**src/rtl/dm_port_arbiter_pkg.sv**
```systemverilog
// Shared encodings and default parameters for the data-memory port arbiter.
package dm_port_arbiter_pkg;

  localparam int ADDR_W_DEF     = 16;
  localparam int DATA_W_DEF     = 16;
  localparam int STARVE_MAX_DEF = 4;
  localparam int STARVE_CNT_W   = 4;   // holds STARVE_MAX up to 15

  typedef enum logic {
    MODE_NORM = 1'b0,
    MODE_HALT = 1'b1
  } mode_e;

endpackage

```
**src/rtl/dm_arb_starve_cnt.sv**
```systemverilog
// Saturating host-starvation counter with clear; at_max flags a forced host grant.
module dm_arb_starve_cnt
  import dm_port_arbiter_pkg::*;
#(
  parameter int STARVE_MAX = STARVE_MAX_DEF
) (
  input  logic                    clk,
  input  logic                    rst_n,
  input  logic                    inc,
  input  logic                    clr,
  output logic [STARVE_CNT_W-1:0] cnt,
  output logic                    at_max
);

  localparam logic [STARVE_CNT_W-1:0] MAX_VAL = STARVE_CNT_W'(STARVE_MAX);

  assign at_max = (cnt == MAX_VAL);

  always_ff @(posedge clk or negedge rst_n) begin
    if (!rst_n) begin
      cnt <= '0;
    end else if (clr) begin
      cnt <= '0;
    end else if (inc && !at_max) begin
      cnt <= cnt + 1'b1;
    end
  end

endmodule

```
**src/rtl/dm_port_arbiter.sv**
```systemverilog
// Arbitrates the single-port data memory between the CPU DM stage and a host requester.
// Optional DM_ARB_STATS_EN adds saturating grant/stall statistics counters.
module dm_port_arbiter
  import dm_port_arbiter_pkg::*;
#(
  parameter int ADDR_W     = ADDR_W_DEF,
  parameter int DATA_W     = DATA_W_DEF,
  parameter int STARVE_MAX = STARVE_MAX_DEF
) (
  input  logic                    clk,
  input  logic                    rst_n,
  input  logic                    cpu_re,
  input  logic                    cpu_we,
  input  logic [ADDR_W-1:0]       cpu_addr,
  input  logic [DATA_W-1:0]       cpu_wdata,
  output logic [DATA_W-1:0]       cpu_rdata,
  output logic                    cpu_stall,
  input  logic                    cpu_hlt,
  input  logic                    host_req,
  input  logic                    host_we,
  input  logic [ADDR_W-1:0]       host_addr,
  input  logic [DATA_W-1:0]       host_wdata,
  output logic                    host_gnt,
  output logic                    host_rvalid,
  output logic [DATA_W-1:0]       host_rdata,
  output logic                    mem_re,
  output logic                    mem_we,
  output logic [ADDR_W-1:0]       mem_addr,
  output logic [DATA_W-1:0]       mem_wdata,
  input  logic [DATA_W-1:0]       mem_rdata,
`ifdef DM_ARB_STATS_EN
  input  logic                    stat_clr,
  output logic [15:0]             stat_host_gnts,
  output logic [15:0]             stat_cpu_stalls,
`endif
  output logic                    dbg_mode,
  output logic [STARVE_CNT_W-1:0] dbg_starve_cnt
);

  // Host handshake: host_req and its payload stay stable until host_gnt, which is
  // combinational, so a request completes in the cycle host_gnt is high.
  mode_e mode_q, mode_d;
  logic  cpu_req, at_max, starve_inc, starve_clr;

  assign cpu_req = cpu_re | cpu_we;

  always_ff @(posedge clk or negedge rst_n) begin
    if (!rst_n) mode_q <= MODE_NORM;
    else        mode_q <= mode_d;
  end

  // HALT is sticky until reset.
  always_comb begin
    mode_d = mode_q;
    if (mode_q == MODE_NORM && cpu_hlt) mode_d = MODE_HALT;
  end

  assign host_gnt  = host_req & (~cpu_req | at_max | (mode_q == MODE_HALT) | cpu_hlt);
  assign cpu_stall = cpu_req & host_gnt;

  assign starve_inc = host_req & ~host_gnt;
  assign starve_clr = host_gnt | ~host_req;

  dm_arb_starve_cnt #(.STARVE_MAX(STARVE_MAX)) u_starve (
    .clk    (clk),
    .rst_n  (rst_n),
    .inc    (starve_inc),
    .clr    (starve_clr),
    .cnt    (dbg_starve_cnt),
    .at_max (at_max)
  );

  // A simultaneous cpu_re/cpu_we is treated as a write.
  always_comb begin
    mem_re    = 1'b0;
    mem_we    = 1'b0;
    mem_addr  = '0;
    mem_wdata = '0;
    if (host_gnt) begin
      mem_re    = ~host_we;
      mem_we    = host_we;
      mem_addr  = host_addr;
      mem_wdata = host_wdata;
    end else if (cpu_req) begin
      mem_re    = cpu_re & ~cpu_we;
      mem_we    = cpu_we;
      mem_addr  = cpu_addr;
      mem_wdata = cpu_wdata;
    end
  end

  always_ff @(posedge clk or negedge rst_n) begin
    if (!rst_n) host_rvalid <= 1'b0;
    else        host_rvalid <= host_gnt & ~host_we;
  end

  assign host_rdata = mem_rdata;
  assign cpu_rdata  = mem_rdata;
  assign dbg_mode   = mode_q;

`ifdef DM_ARB_STATS_EN
  always_ff @(posedge clk or negedge rst_n) begin
    if (!rst_n) begin
      stat_host_gnts  <= '0;
      stat_cpu_stalls <= '0;
    end else if (stat_clr) begin
      stat_host_gnts  <= '0;
      stat_cpu_stalls <= '0;
    end else begin
      if (host_gnt && stat_host_gnts != 16'hFFFF)   stat_host_gnts  <= stat_host_gnts + 1'b1;
      if (cpu_stall && stat_cpu_stalls != 16'hFFFF) stat_cpu_stalls <= stat_cpu_stalls + 1'b1;
    end
  end
`endif

endmodule

```
**config.mk**
```make
export PLATFORM = sky130hd
export DESIGN_NAME = dm_port_arbiter
export DESIGN_NICKNAME = d
export VERILOG_FILES = /design/src/rtl/dm_port_arbiter_pkg.sv /design/src/rtl/dm_arb_starve_cnt.sv /design/src/rtl/dm_port_arbiter.sv
export SDC_FILE = /design/constraint.sdc
export NUM_CORES = 1
export LEC_CHECK = 0
export CAP_MARGIN = 20
export CORE_ASPECT_RATIO = 1.75
export CORE_MARGIN = 2
export CORE_UTILIZATION = 24
export DETAILED_ROUTE_END_ITERATION = 6
export PLACE_DENSITY = 0.84
export SLEW_MARGIN = 0
export SYNTH_ARGS = -nofsm -noshare
export SYNTH_HDL_FRONTEND = slang
export SYNTH_SLANG_ARGS = --single-unit
```
**constraint.sdc**
```tcl
create_clock -name clk -period 3.7 [get_ports clk]
set_input_delay 0.74 -clock clk [delete_from_list [all_inputs] [get_ports clk]]
set_output_delay 0.74 -clock clk [all_outputs]
set_load 0.05 [all_outputs]
```
== Word level (Yosys, flattened, before mapping) ==
Index checks and enable logic that the tools add are counted.

* $add $sub $neg: 1
* Equality and inequality tests: 1
* Multiplexer cells: 10
* Bitwise operators: 16
* Reductions and logical operators: 4

{| class="wikitable"
|+ Operators with widths
! cell !! count
|-
| 16-bit two-way mux || 4
|-
| 4-bit two-way mux || 2
|-
| 1-bit NOT || 6
|-
| 1-bit bitwise AND || 5
|-
| 1-bit OR || 5
|-
| 4-bit by 1-bit adder with 4-bit output, second input constant || 1
|-
| 4-bit by 3-bit equality test with 1-bit output, second input constant || 1
|-
| 1-bit two-way mux || 4
|-
| 1-bit logical AND || 2
|-
| 2-bit nonzero test || 1
|-
| 1-bit logical NOT || 1
|}

* Register bits: 6
* Output and inout bits: 74
* Logic and storage cells: 35

== Logic depth before layout (Yosys ltp) ==
* Word-level depth: 11
* Depth in mapped cells: 6

== Hierarchy ==
Synthesis repeated with hierarchy kept, for this count alone.

* Cells, all modules: 114
* Area, all modules: 1027.2 um^2

{| class="wikitable"
|+ By module, submodules not included
! module !! instances !! cells each !! area each (um^2) !! seq. area each (um^2)
|-
| dm_port_arbiter || 1 || 90 || 793.3 || 50.0
|-
| dm_arb_starve_cnt || 1 || 24 || 234.0 || 100.1
|}

== Least setup slack after synthesis ==
OpenSTA, ideal clock, no wires.

* Kind: reg2out
* From: reg u_starve.cnt[0]
* To: out mem_re
* Arrival: 2.810 ns
* Data required time: 2.960 ns
* Setup slack: 0.150 ns
* Stages on the path, launching flop included: 5
* Path buffers: 0
* Cells stage by stage: dfrtp_1 -> inv_1 -> ha_1 -> and4b_1 -> o41ai_1

* Longest elaborated chain between the ends: 6

{| class="wikitable"
|+ RTL lines
! item !! RTL line !! RTL
|-
| start: declaration || dm_arb_starve_cnt.sv:11 || <nowiki>output logic [STARVE_CNT_W-1:0] cnt,</nowiki>
|-
| start signal: assignment || dm_arb_starve_cnt.sv:25 || <nowiki>cnt <= cnt + 1'b1;</nowiki>
|-
| 4-bit by 3-bit equality test with 1-bit output || dm_arb_starve_cnt.sv:17 || <nowiki>assign at_max = (cnt == MAX_VAL);</nowiki>
|-
| 1-bit OR (3 in series) || dm_port_arbiter.sv:58 || <nowiki>assign host_gnt = host_req & (~cpu_req | at_max | (mode_q == MODE_HALT) | cpu_hlt);</nowiki>
|-
| 1-bit bitwise AND || dm_port_arbiter.sv:58 ||
|-
| 1-bit two-way mux || dm_port_arbiter.sv:79 || <nowiki>if (host_gnt) begin</nowiki>
|-
| end: declaration || dm_port_arbiter.sv:26 || <nowiki>output logic mem_re,</nowiki>
|}

No other way between the ends.

== Final worst setup path ==
* From: in host_req
* To: out mem_wdata[12]

* Longest elaborated chain between the ends: 2

{| class="wikitable"
|+ RTL lines
! item !! RTL line !! RTL
|-
| start: declaration || dm_port_arbiter.sv:19 || <nowiki>input logic host_req,</nowiki>
|-
| 1-bit bitwise AND || dm_port_arbiter.sv:58 ||
|-
| 16-bit two-way mux || dm_port_arbiter.sv:79 ||
|-
| end: declaration || dm_port_arbiter.sv:29 || <nowiki>output logic [DATA_W-1:0] mem_wdata,</nowiki>
|}

No other way between the ends.

==> impl_summary.md <==
Yosys
Sorting the synthesized cells by area gives the leading types as sky130_fd_sc_hd__a22o_1 (29%), sky130_fd_sc_hd__buf_4 (27%), sky130_fd_sc_hd__dfrtp_1 (16%). After Yosys synthesis, full adders, half adders and majority gates account for about 2.6% of the synthesized area. The fraction of post-synthesis cell area in the top cell type by area is slightly below 30%. Summing the areas of all and, or, nand and nor instances in the mapped netlist gives 10.5% of the synthesized area.

Ranked by instance count, the synthesized netlist is headed by sky130_fd_sc_hd__buf_4 (35), sky130_fd_sc_hd__a22o_1 (32), sky130_fd_sc_hd__dfrtp_1 (6), sky130_fd_sc_hd__inv_1 (6), sky130_fd_sc_hd__nor2_1 (5). Summing every instance area after synthesis gives 968 sq um. The number of different library cells used by synthesis comes to 25. The share of flip-flops with an asynchronous set or reset is 100%. sky130_fd_sc_hd__buf_4 is the most common cell in the netlist. The post-synthesis compound-gate area fraction is between 30% and 40%.

The number of nets produced by synthesis is 197. The multiplexer share of the synthesized area is 0%. The post-synthesis instance total is 108.

The dominant synthesized flop cell is sky130_fd_sc_hd__dfrtp_1. The number of warnings printed during yosys synthesis is 0. The number of enable-type register cells in the synthesized netlist is 0. The average cell area after synthesis is ~9.0 sq um. The synthesized design spends more area on one cell type than any other, namely sky130_fd_sc_hd__a22o_1. The synthesized design contains 6 register bits.

The sequential cell area fraction in the yosys report is between 10% and 20%. Of the total synthesized cell area, the portion taken by XOR and XNOR cells is 1.81%. The dominant combinational cell family by area after synthesis is compound AO/OA/AOI/OAI gates.

Routing
The number of design rule violations left after detail routing is 0. The count of nets left with antenna violations after detail routing is 0. The total vias in the final route is 1155.

The average wire length per cell after detail routing is 19.0 um. After detailed routing, the total wire length is 4.49 mm. The per-cell via count in the routed design is 4.87.

The first detailed-routing pass ran for 3 iterations. The detailed router finished its first iteration with 13 violations.

Floorplan
The die area is 4580 sq um. The die is 88.0 um tall. The initial utilization of the core area, before any placement, comes to 25.0%. The placeable core area is 3870 sq um. The number of standard-cell rows in the floorplan is 30. The overall die width is 52.0 um.

The number of I/O pins is 161.

Setup path
The number of cells on the worst reg-to-reg path is 5. Data arrives at the worst endpoint at about 2.5 ns. The maximum fanout encountered on the critical timing path is 17. STA classifies the critical path endpoint as a primary output.

For the worst setup path, the data required time is ~3 ns. STA classifies the critical path startpoint as an input port. The register-to-register setup slack is 2.42 ns. The worst setup path category is input port to primary output.

Global routing
The largest net degree at the start of global routing is 21. The remaining global-route overflow is 0. The number of global-route vias before repair was 1238. The wire length of the first global-routing pass is 6.40 mm.

Global routing used 19.1% of the available tracks. The initial antenna violation count is 0.

Power
Per report_power, the sequential group accounts for 11.8% of the total. Overall power consumption after layout is estimated at about 0.56 mW. The leakage power summed over all cells is 0.932 nW.

The switching fraction of total power is between 30 and 40%. The part of the total power dissipated in the clock network is 17.7%. Summed over all nets, the switching power comes to 0.220 mW. The cell-internal power is around 0.34 mW. The power per standard cell area is 251 nW/um^2. IR analysis of the VDD net gives a maximum drop of 268 uV. The part of the total power dissipated in combinational logic is a little over two thirds.

Clocking
The number of buffers inserted by post-CTS setup repair is 0. The maximum buffer depth of the clock tree is 2. The number of clock buffers added by TritonCTS is 3. After clock tree synthesis, the clock-pin slew on the worst setup and hold paths is 0.04 ns. The clock root buffer is sky130_fd_sc_hd__clkbuf_8. The count of hold buffers inserted by post-cts repair is 0. The tree built by TritonCTS fans out to 6 sinks. The clock reaches the later pin of the worst-skew pair after approximately 0.23 ns. The total of cells resized after clock tree synthesis is 0. In this run the number of H-tree levels came out at 1. The CTS tree is done.

STA
Setup repair after global routing left no endpoint under its margin. Setup violations remaining at the end of the flow were counted as 0. The routed design could run at a clock period as short as approximately 3.2 ns. The final count of hold timing violations is 0. At the pin with the least slew margin, the transition time is 0.502 ns.

Summed over all failing endpoints, the final setup total negative slack is 0 ns. Measured against its own limit, the worst slew margin works out to 66.5%. The final number of max-transition violations came to 0. Across the routed clock network, the largest skew measured is between 0.0015 and 0.002 ns. The final period utilization is about 86%. The upper clock frequency limit is 313 MHz.

Final layout
The fraction of layout instances using a drive strength above 1 is about 25%. The final layout net count is 280. The repair_antennas step left the layout with diodes totalling 0.

The area growth from synthesis to layout is 132%. The finished layout holds 237 standard cells, fillers aside.

Worst hold path
The classification of the worst-slack hold path is flop to flop. The hold path depth is 1.

Placement
The congestion estimate from routability-driven global placement came to 0.690. Port buffering added 112 buffers. Detailed placement finished with a half-perimeter wire length of between 3 and 4 mm.

The number of placed cells counting well taps is around 230.

Run
Max-cap violations in this run came to 0.

Outcome
The run finished with clean final reports.
stage by stage:
step / hold slack, ns / util (%) / worst slack, ns / area [sq um]
after global routing: 0.553 / 58.1 / 0.411 / 2250
after floorplan: 0.444 / - / 0.150 / 968
after CTS: 0.511 / 58.1 / 0.508 / 2250
final: 0.517 / 58.1 / 0.507 / 2250
after detailed placement: 0.517 / 57.1 / 0.524 / 2210
after global placement: 0.505 / 57.1 / 0.517 / 2210
cells in the final DEF, fill, tap and decap left out, types with 2 or more instances in the layout:
master                            count
sky130_fd_sc_hd__a22o_1              32
sky130_fd_sc_hd__a31oi_1              2
sky130_fd_sc_hd__buf_12              33
sky130_fd_sc_hd__buf_4                7
sky130_fd_sc_hd__clkbuf_8             3
sky130_fd_sc_hd__clkdlybuf4s50_1     76
sky130_fd_sc_hd__dfrtp_1              6
sky130_fd_sc_hd__ha_1                 2
sky130_fd_sc_hd__inv_1                6
sky130_fd_sc_hd__nor2_1               5
critical path, cell delays in order:
cell and delay [ns]:
sky130_fd_sc_hd__clkdlybuf4s50_1 0.50, sky130_fd_sc_hd__and4b_1 0.32, sky130_fd_sc_hd__nor3_4 0.23, sky130_fd_sc_hd__buf_4 0.27, sky130_fd_sc_hd__a22o_1 0.23, sky130_fd_sc_hd__buf_12 0.15
layout make-up:
type                       instances  area (sq um)
multi-input combinational         58           499
inverter                           6          22.5
tap                               48          60.1
sequential                         6           150
clock buffer                       3          41.3
timing repair buffer             116          1470
fill                             316          1620
logic make-up (layout without fill, tap and decap cells):
logic type | after synthesis | after routing
buf+inv | 44 | 125
compound gates | 40 | 40
simple gates | 14 | 14
flops | 6 | 6
fa+ha+maj | 2 | 2
xor+xnor | 2 | 2
sequential cells by signal, indices dropped and copies added, names as in the netlist:
signal / count
dbg_mode: 1
host_rvalid: 1
u_starve.cnt: 4
power groups by stage:
stage / registers [mW] / logic [mW] / clock network (mW)
floorplan: 0.0696 / 0.262 / 0
global placement: 0.0676 / 0.396 / 0
detailed placement: 0.0675 / 0.398 / 0
CTS: 0.0668 / 0.400 / 0.105
global route: 0.0668 / 0.413 / 0.108
finish: 0.0668 / 0.398 / 0.100
metal layers:
metal / global-route usage (%) / up-vias / share of wire [%] / wire, um
met5: 0 / - / 0 / 0
met2: 31.4 / 94 / 47 / 2110
met3: 6.83 / 23 / 15 / 670
met1: 19.6 / 507 / 34 / 1530
li1: - / 531 / - / -
met4: 13.6 / 0 / 4.3 / 191
worst paths after layout:
check | start | to
max | host_req | mem_wdata[12]
max in group asynchronous | rst_n | dbg_mode
min | u_starve.cnt[0] | u_starve.cnt[0]
max reg2reg | u_starve.cnt[0] | u_starve.cnt[3]
min reg2reg | u_starve.cnt[0] | u_starve.cnt[0]
min in group asynchronous | rst_n | u_starve.cnt[1]
Note: power is estimated with default switching activity, not from simulation.
